<file path="src/rtl/seq_logic_pkg.sv">
// Shared types for the sequential bit-slice logic unit: operation encoding,
// controller states and the slice-counter width helper.
package seq_logic_pkg;

  typedef enum logic [1:0] {
    OP_AND = 2'b00,
    OP_OR  = 2'b01,
    OP_XOR = 2'b10,
    OP_NOR = 2'b11
  } op_e;

  typedef enum logic [1:0] {
    S_IDLE = 2'b00,
    S_RUN  = 2'b01,
    S_DONE = 2'b10
  } state_e;

  // Slice counter width: clog2 of the slice count, never narrower than 1 bit.
  function automatic int cnt_width(input int n);
    return (n > 1) ? $clog2(n) : 1;
  endfunction

endpackage

</file>
<file path="src/rtl/logic_slice.sv">
// Combinational bitwise operator for one SLICE-wide chunk of the operands.
module logic_slice
  import seq_logic_pkg::*;
#(
  parameter int SLICE = 8
) (
  input  logic [SLICE-1:0] a,
  input  logic [SLICE-1:0] b,
  input  op_e              op,
  output logic [SLICE-1:0] y
);

  // Apply the selected bitwise operation to the slice.
  always_comb begin
    y = '0;
    unique case (op)
      OP_AND:  y = a & b;
      OP_OR:   y = a | b;
      OP_XOR:  y = a ^ b;
      OP_NOR:  y = ~(a | b);
      default: y = '0;
    endcase
  end

endmodule

</file>
<file path="src/rtl/seq_logic_unit.sv">
// Sequential logic unit: applies AND/OR/XOR/NOR to two WIDTH-bit operands,
// SLICE bits per clock, through a single shared logic_slice instance.
// Optional feature macro: SEQ_LOGIC_ZERO_FLAG_EN enables the registered
// result-is-zero flag; without it the zero port is tied to 0.
module seq_logic_unit
  import seq_logic_pkg::*;
#(
  parameter int WIDTH = 32,
  parameter int SLICE = 8
) (
  input  logic             clk,
  input  logic             reset,
  input  logic             start,
  input  logic [1:0]       op,
  input  logic [WIDTH-1:0] A,
  input  logic [WIDTH-1:0] B,
  output logic [WIDTH-1:0] Res,
  output logic             busy,
  output logic             done,
  output logic             zero
);

  localparam int N  = WIDTH / SLICE;
  localparam int CW = cnt_width(N);

  if ((SLICE < 1) || (WIDTH % SLICE != 0)) begin : g_bad_slice
    $error("seq_logic_unit: WIDTH must be a positive multiple of SLICE");
  end

  state_e           r_state;
  state_e           w_state_next;
  logic [WIDTH-1:0] r_a;
  logic [WIDTH-1:0] r_b;
  op_e              r_op;
  logic [WIDTH-1:0] r_res;
  logic [WIDTH-1:0] w_res_next;
  logic [CW-1:0]    r_cnt;
  logic [SLICE-1:0] w_a_slice;
  logic [SLICE-1:0] w_b_slice;
  logic [SLICE-1:0] w_y;
  logic             w_accept;
  logic             w_last;

  // A start is only honoured when no operation is in flight.
  assign w_accept = start && ((r_state == S_IDLE) || (r_state == S_DONE));
  assign w_last   = (r_cnt == CW'(N - 1));

  // Select the operand slice addressed by the counter.
  assign w_a_slice = r_a[r_cnt*SLICE +: SLICE];
  assign w_b_slice = r_b[r_cnt*SLICE +: SLICE];

  logic_slice #(.SLICE(SLICE)) u_slice (
    .a  (w_a_slice),
    .b  (w_b_slice),
    .op (r_op),
    .y  (w_y)
  );

  // Result with the current slice merged in; committed on each RUN edge.
  always_comb begin
    w_res_next = r_res;
    w_res_next[r_cnt*SLICE +: SLICE] = w_y;
  end

  // State register.
  always_ff @(posedge clk or posedge reset) begin
    // NOTE: state is written with <= so every flop samples pre-edge values.
    if (reset) r_state <= S_IDLE;
    else       r_state <= w_state_next;
  end

  // Next-state and status outputs.
  always_comb begin
    // NOTE: every output gets a default first so no path infers a latch.
    w_state_next = r_state;
    busy         = 1'b0;
    done         = 1'b0;
    unique case (r_state)
      S_IDLE: if (start) w_state_next = S_RUN;
      S_RUN: begin
        busy = 1'b1;
        if (w_last) w_state_next = S_DONE;
      end
      S_DONE: begin
        done         = 1'b1;
        w_state_next = start ? S_RUN : S_IDLE;
      end
      default: w_state_next = S_IDLE;
    endcase
  end

  // Operand capture, slice counter and result accumulation.
  always_ff @(posedge clk or posedge reset) begin
    if (reset) begin
      r_a   <= '0;
      r_b   <= '0;
      r_op  <= OP_AND;
      r_res <= '0;
      r_cnt <= '0;
    end else if (w_accept) begin
      r_a   <= A;
      r_b   <= B;
      r_op  <= op_e'(op);
      r_res <= '0;
      r_cnt <= '0;
    end else if (r_state == S_RUN) begin
      r_res <= w_res_next;
      if (!w_last) r_cnt <= r_cnt + 1'b1;
    end
  end

  assign Res = r_res;

`ifdef SEQ_LOGIC_ZERO_FLAG_EN
  logic r_zero;

  // Zero flag: evaluated on the final slice, held until the next accepted start.
  always_ff @(posedge clk or posedge reset) begin
    if (reset)                             r_zero <= 1'b0;
    else if (w_accept)                     r_zero <= 1'b0;
    else if ((r_state == S_RUN) && w_last) r_zero <= (w_res_next == '0);
  end

  assign zero = r_zero;
`else
  assign zero = 1'b0;
`endif

endmodule

</file>
<file path="config.mk">
export PLATFORM = sky130hd
export DESIGN_NAME = seq_logic_unit
export DESIGN_NICKNAME = d
export VERILOG_FILES = /design/src/rtl/seq_logic_pkg.sv /design/src/rtl/logic_slice.sv /design/src/rtl/seq_logic_unit.sv
export SDC_FILE = /design/constraint.sdc
export NUM_CORES = 1
export LEC_CHECK = 0
export ABC_CLOCK_PERIOD_IN_PS = 3000
export CAP_MARGIN = 10
export CORE_MARGIN = 1
export CORE_UTILIZATION = 35
export DETAILED_ROUTE_END_ITERATION = 16
export PLACE_DENSITY = 0.71
export SLEW_MARGIN = 20
export SYNTH_ARGS = -nofsm -noshare
export SYNTH_HDL_FRONTEND = slang
export SYNTH_HIERARCHICAL = 1
export SYNTH_SLANG_ARGS = --single-unit
</file>
<file path="constraint.sdc">
create_clock -name clk -period 3 [get_ports clk]
set_input_delay 0.6 -clock clk [delete_from_list [all_inputs] [get_ports clk]]
set_output_delay 0.6 -clock clk [all_outputs]
set_load 0.05 [all_outputs]
</file>
* Word level (Yosys, flattened, before mapping)
Index checks and enable logic that the tools add are counted.
** Word-level totals
- Bits in registers :: 102
- Input port bits :: 69
- Word-level logic and storage cells :: 45
- Output and inout port bits :: 35
** Operators by class
- Reduce and logical (&&, ||, !) cells :: 7
- Shift-type cells :: 4
- Bitwise operators :: 4
- Mux-type cells :: 13
- Equal/unequal tests :: 9
- $add $sub $neg :: 2
** Operators by type and width (number)
- $mux 32 :: 2
- $shiftx 32x6->8 :: 2
- $neg 5->34 :: 1
- $shift 8x34->32 const A :: 1
- $shiftx 8x34->32 :: 1
- $bwmux 32 :: 1
- $pmux 8 s4 :: 1
- $mux 2 :: 5
- $and 8x8->8 :: 1
- $eq 2x2->1 const B :: 4
- $not 8->8 :: 1
- $or 8x8->8 :: 1
- $xor 8x8->8 :: 1
- $ne 2x2->1 const B :: 3
- $pmux 2 s3 :: 1
- $eq 2x1->1 const B :: 2
- $logic_not 2->1 :: 2
- $reduce_and 2->1 :: 2
- $mux 1 :: 3
- $add 2x1->2 const B :: 1
- $reduce_bool 2->1 :: 1
- $logic_and 1x1->1 :: 1
- $logic_or 1x1->1 :: 1

* Logic depth before layout (Yosys ltp)
- Word-level depth :: 8
- Gate-level depth with buffers :: 10
- Depth with buffers taken out :: 8

* Hierarchy
The synthesis kept the hierarchy.
** Modules (own cells, without submodules)
- seq_logic_unit :: area an instance 4526.8 µm², instances 1, sequential area each 2552.4 µm², cells an instance 435
- logic_slice :: area an instance 526.8 µm², instances 1, sequential area each 0.0 µm², cells an instance 59

* Least setup slack after synthesis
OpenSTA, ideal clock, no wires.
- Path type :: register -> register
- Start point :: register r_cnt[0]
- End point :: register r_res[6] (netlist: Res[6])
- Cell stages (with the launch flop) :: 10
- Path slack :: 0.656 ns
- Library setup time :: 0.125 ns
- Period minus slack after synthesis :: 2.344 ns
- Path buffers :: 2
- Arrival time :: 2.219 ns
- Data required time :: 2.875 ns
- Cells stage by stage :: dfrtp_1 > buf_6 > buf_4 > mux4_2 > inv_1 > ha_1 > mux2i_1 > mux2i_1 > nor4b_1 > mux2_4
** Between the ends
- Cells in the longest elaborated chain, start to end :: 8
- Elaborated cells on any way between the ends :: 13
- Classes of those cells :: 1 x add/sub; 4 x shift; 4 x mux; 4 x bitwise
** RTL lines
- from (decl) :: RTL line seq_logic_unit.sv:37 : logic [CW-1:0] r_cnt;
- from (signal assigned) :: RTL line seq_logic_unit.sv:108 : if (!w_last) r_cnt <= r_cnt + 1'b1;
- $shiftx 32x6->8 (*) :: RTL line seq_logic_unit.sv:49 : assign w_a_slice = r_a[r_cnt*SLICE +: SLICE];
- named net w_a_slice[6] :: RTL line seq_logic_unit.sv:38 : logic [SLICE-1:0] w_a_slice;
- $or 8x8->8 :: RTL line logic_slice.sv:18, logic_slice.sv:20
- $not 8->8 :: RTL line logic_slice.sv:20 : OP_NOR: y = ~(a | b);
- $pmux 8 s4 (*) :: RTL line logic_slice.sv:16 : unique case (op)
- named net w_y[6] :: RTL line seq_logic_unit.sv:40 : logic [SLICE-1:0] w_y;
- $shiftx 8x34->32 (*) :: RTL line seq_logic_unit.sv:62 : w_res_next[r_cnt*SLICE +: SLICE] = w_y;
- $bwmux 32 (*) :: RTL line seq_logic_unit.sv:62
- $mux 32 (*) :: RTL line seq_logic_unit.sv:106 : end else if (r_state == S_RUN) begin
- $mux 32 (*) :: RTL line seq_logic_unit.sv:100 : end else if (w_accept) begin
- to (signal assigned) :: RTL line seq_logic_unit.sv:107 : r_res <= w_res_next;
- to (decl) :: RTL line seq_logic_unit.sv:35 : logic [WIDTH-1:0] r_res;
Mark *: on every way through the listed nets, which the timed path passes. The rest lies on a longest branch. The select of a mux whose other input is x is not followed.
A chain may end at the register's enable or synchronous reset.

* Final worst setup path
- Start point :: register r_cnt[1]
- End point :: register r_res[1] (netlist: Res[1])
Same word-level chain as after synthesis.

==> run_results.csv <==
group,metric,value,unit
critical_path,path_cells,"mux4_2, inv_1, ha_1, xor2_1, mux2i_1, nor4b_1, mux2_4",
cells_and_area,antenna_cells,0,
die,io-pin-count,104,
cells_and_area,area_growth,28.2,%
cts,cts_hold_buf,0,
synth,synth-main-ff-cell,"dfrtp_1",
die,dieArea,0.0149,sq mm
detailed_routing,drc_errors,0,
sta,fin_crit_sh,92.8,%
cts,cts_setup_buffers,0,
synth,synth_cell_type_count,40,
power,p_leak,3.14,nW
synth,post_synth.cell_area_avg,10.2,sq um
grt,grt_use_total,17.8,%
cts,tritoncts,"built",
min_path,hp-class,"flip-flop to flip-flop",
synth,syn-cell-area,0.00505,sq mm
critical_path,critPathCaptureType,"flip-flop",
critical_path,crit_type,"flip-flop to flip-flop",
detailed_routing,wl_per_cell,16.1,microns
synth,synthCells,494,
sta,fmax,359,MHz
sta,max_slew.worst_pin.slew,0.823,ns
synth,yosysWarnings,6,
synth,synth_commonest_cells,"200 x nand2_1, 102 x dfrtp_1, 27 x inv_1",
sta,rsz0062_at_grt,"false",
synth,yosys-top-cells-area,"dfrtp_1 51%, nand2_1 15%, mux4_2 7.1%, ha_1 5.2%, mux2i_1 3.4%",
detailed_routing,drt_iter0_drc,292,
cts,post_cts_resized,0,
grt,grt_pass1_vias,3901,
status,status,"completed",
die,core_area,0.0140,sq mm
synth,synth.net_count,584,
grt,antenna_found_initial,0,
sta,period_minus_slack,2.78,ns
cells_and_area,final_layout_size_suffix_gt1_share,9.66,%
grt,grt_pass1_wl,20.0,mm
detailed_routing,firstDrtPassIters,4,
critical_path,arrival,3.07,ns
synth,ys_ff_latch,102,
synth,yosys.area.top_type,"dfrtp_1",
run,drv_cap,0,
synth,ys_async_sr_fraction,100,%
critical_path,start_kind,"flip-flop",
critical_path,cp_slowest_stage_delay,0.81,ns
detailed_routing,vias,3812,
die,die_y,122,microns
sta,hold_ws,0.475,ns
synth,yosysSeqAreaShare,50.5,%
placement,post-dp-hpwl,9.27,mm
detailed_routing,viasPerCell,4.95,
critical_path,cpMaxStageDelayCell,"dfrtp_1",
sta,slew_headroom,45.1,%
power,p_per_area,1100,mW/mm^2
cts,clk_pin_slew,0.07,ns
sta,finalClockSkew,0.0107,ns
sta,setup_viol,0,
die,dieWidth,122,microns
cts,cts_buffers,9,
die,start_util,36.1,%
cts,cts.htree.levels,3,
cts,cts_sinks,102,
placement,gp_congestion,0.847,
sta,setup_tns,0,ns
detailed_routing,wl,12.4,mm
cells_and_area,nNetsFinal,676,
critical_path,cpLargestDelayFamily,"multiplexers",
die,rows,43,
cts,clk_path_buf_depth,2,
cells_and_area,nFillCells,1342,
placement,portBuffers,102,
detailed_routing,drtAntennaViolNets,0,
grt,overflow,0,
sta,hold_viol,0,
critical_path,worstPathMaxFanout,17,
grt,grt_start_max_net_pins,103,
sta,slew_violations,0,
synth,yosysMostFrequentCell,"nand2_1",
cts,clk_latency,0.35,ns
cts,cts-root-buf,"clkbuf_16",
synth,yosys.area.top_type_share,50.5,%
power,peakVddDrop,0.411,mV
synth,synth_edf_count,0,
critical_path,worst-path-buf-inv,1,
critical_path,worstPathRequired,3.28,ns
-- path summary, 6_finish.rpt --
kind                                 startpoint                   to  slack (ns)  depth (start not counted)
hold reg to reg             r_a[17]$_DFFE_PP0P_  r_a[17]$_DFFE_PP0P_        0.47                          2
setup / recovery           r_cnt[1]$_DFFE_PP0P_   Res[1]$_DFFE_PP0P_        0.22                          7
min in group asynchronous                 reset  r_a[23]$_DFFE_PP0P_        0.72                          3
hold / removal              r_a[17]$_DFFE_PP0P_  r_a[17]$_DFFE_PP0P_        0.47                          2
setup reg to reg           r_cnt[1]$_DFFE_PP0P_   Res[1]$_DFFE_PP0P_        0.22                          7
max in group asynchronous                 reset   Res[9]$_DFFE_PP0P_        1.84                          3
-- state kept, by name, indices dropped and copies added, names as in the netlist --
name     flops
r_op         2
r_cnt        2
r_a         32
r_b         32
r_state      2
Res         32
-- worst register-to-register path, stage by stage (launching register included) --
cell	delay [ns]
dfrtp_1	0.81
mux4_2	0.37
inv_1	0.07
ha_1	0.22
xor2_1	0.14
mux2i_1	0.54
nor4b_1	0.36
mux2_4	0.21
-- cell usage in the layout, fill, tap and decap left out, types with 8 or more instances in the layout --
| master | count |
|---|---|
| mux2i_1 | 17 |
| ha_1 | 21 |
| inv_1 | 26 |
| clkdlybuf4s50_1 | 102 |
| clkbuf_16 | 9 |
| a22o_1 | 14 |
| dfrtp_1 | 102 |
| mux4_2 | 16 |
| nand2_1 | 200 |
| buf_4 | 9 |
| xor2_1 | 8 |
-- logic make-up after synthesis --
logic type,after synthesis,synth area share (%)
other,1,0.0742
adders and majority gates,21,5.20
DFF,102,50.5
AOI/OAI and AO/OA,27,4.46
muxes,42,13.0
xor gates and xnor gates,9,1.56
buffers and inverters,58,5.74
and+or+nand+nor,234,19.4
-- area by class of cell --
cell class / count / area (sq um) / area share, %
flip-flops and latches: 102 / 2550 / 39.4
multi-input cells: 334 / 2220 / 34.3
repair buffers: 112 / 1110 / 17.1
clock buffers: 10 / 229 / 3.53
well taps: 180 / 225 / 3.48
inverters: 27 / 105 / 1.62
clock inverters: 5 / 37.5 / 0.579
-- where the power goes --
| part | internal, mW | leakage, nW | switching (mW) |
|---|---|---|---|
| combinational | 1.53 | 1.70 | 2.10 |
| clock | 0.559 | 0.125 | 0.509 |
| sequential | 1.93 | 1.31 | 0.479 |
-- metal layers --
metal	global-route usage, %	share of wire, %	up-vias
met5	0	0	-
met3	4.96	6.0	10
met4	4.50	1.2	0
li1	-	-	1793
met1	21.5	41	1885
met2	31.1	52	124
-- stage by stage --
step / power (mW) / util (%) / instance area (sq um) / worst slack (ns) / instances
2_1_floorplan: 4.97 / - / 5060 / 0.656 / 494
3_3_place_gp: 5.88 / 44.4 / 6210 / 0.350 / 755
4_1_cts: 7.14 / 46.3 / 6480 / 0.262 / 770
6_report: 7.10 / 46.3 / 6480 / 0.217 / 770
3_5_place_dp: 6.04 / 44.4 / 6210 / 0.244 / 755
5_1_grt: 7.60 / 46.3 / 6480 / 0.113 / 770
No activity file was read; power rests on OpenSTA's default activity.
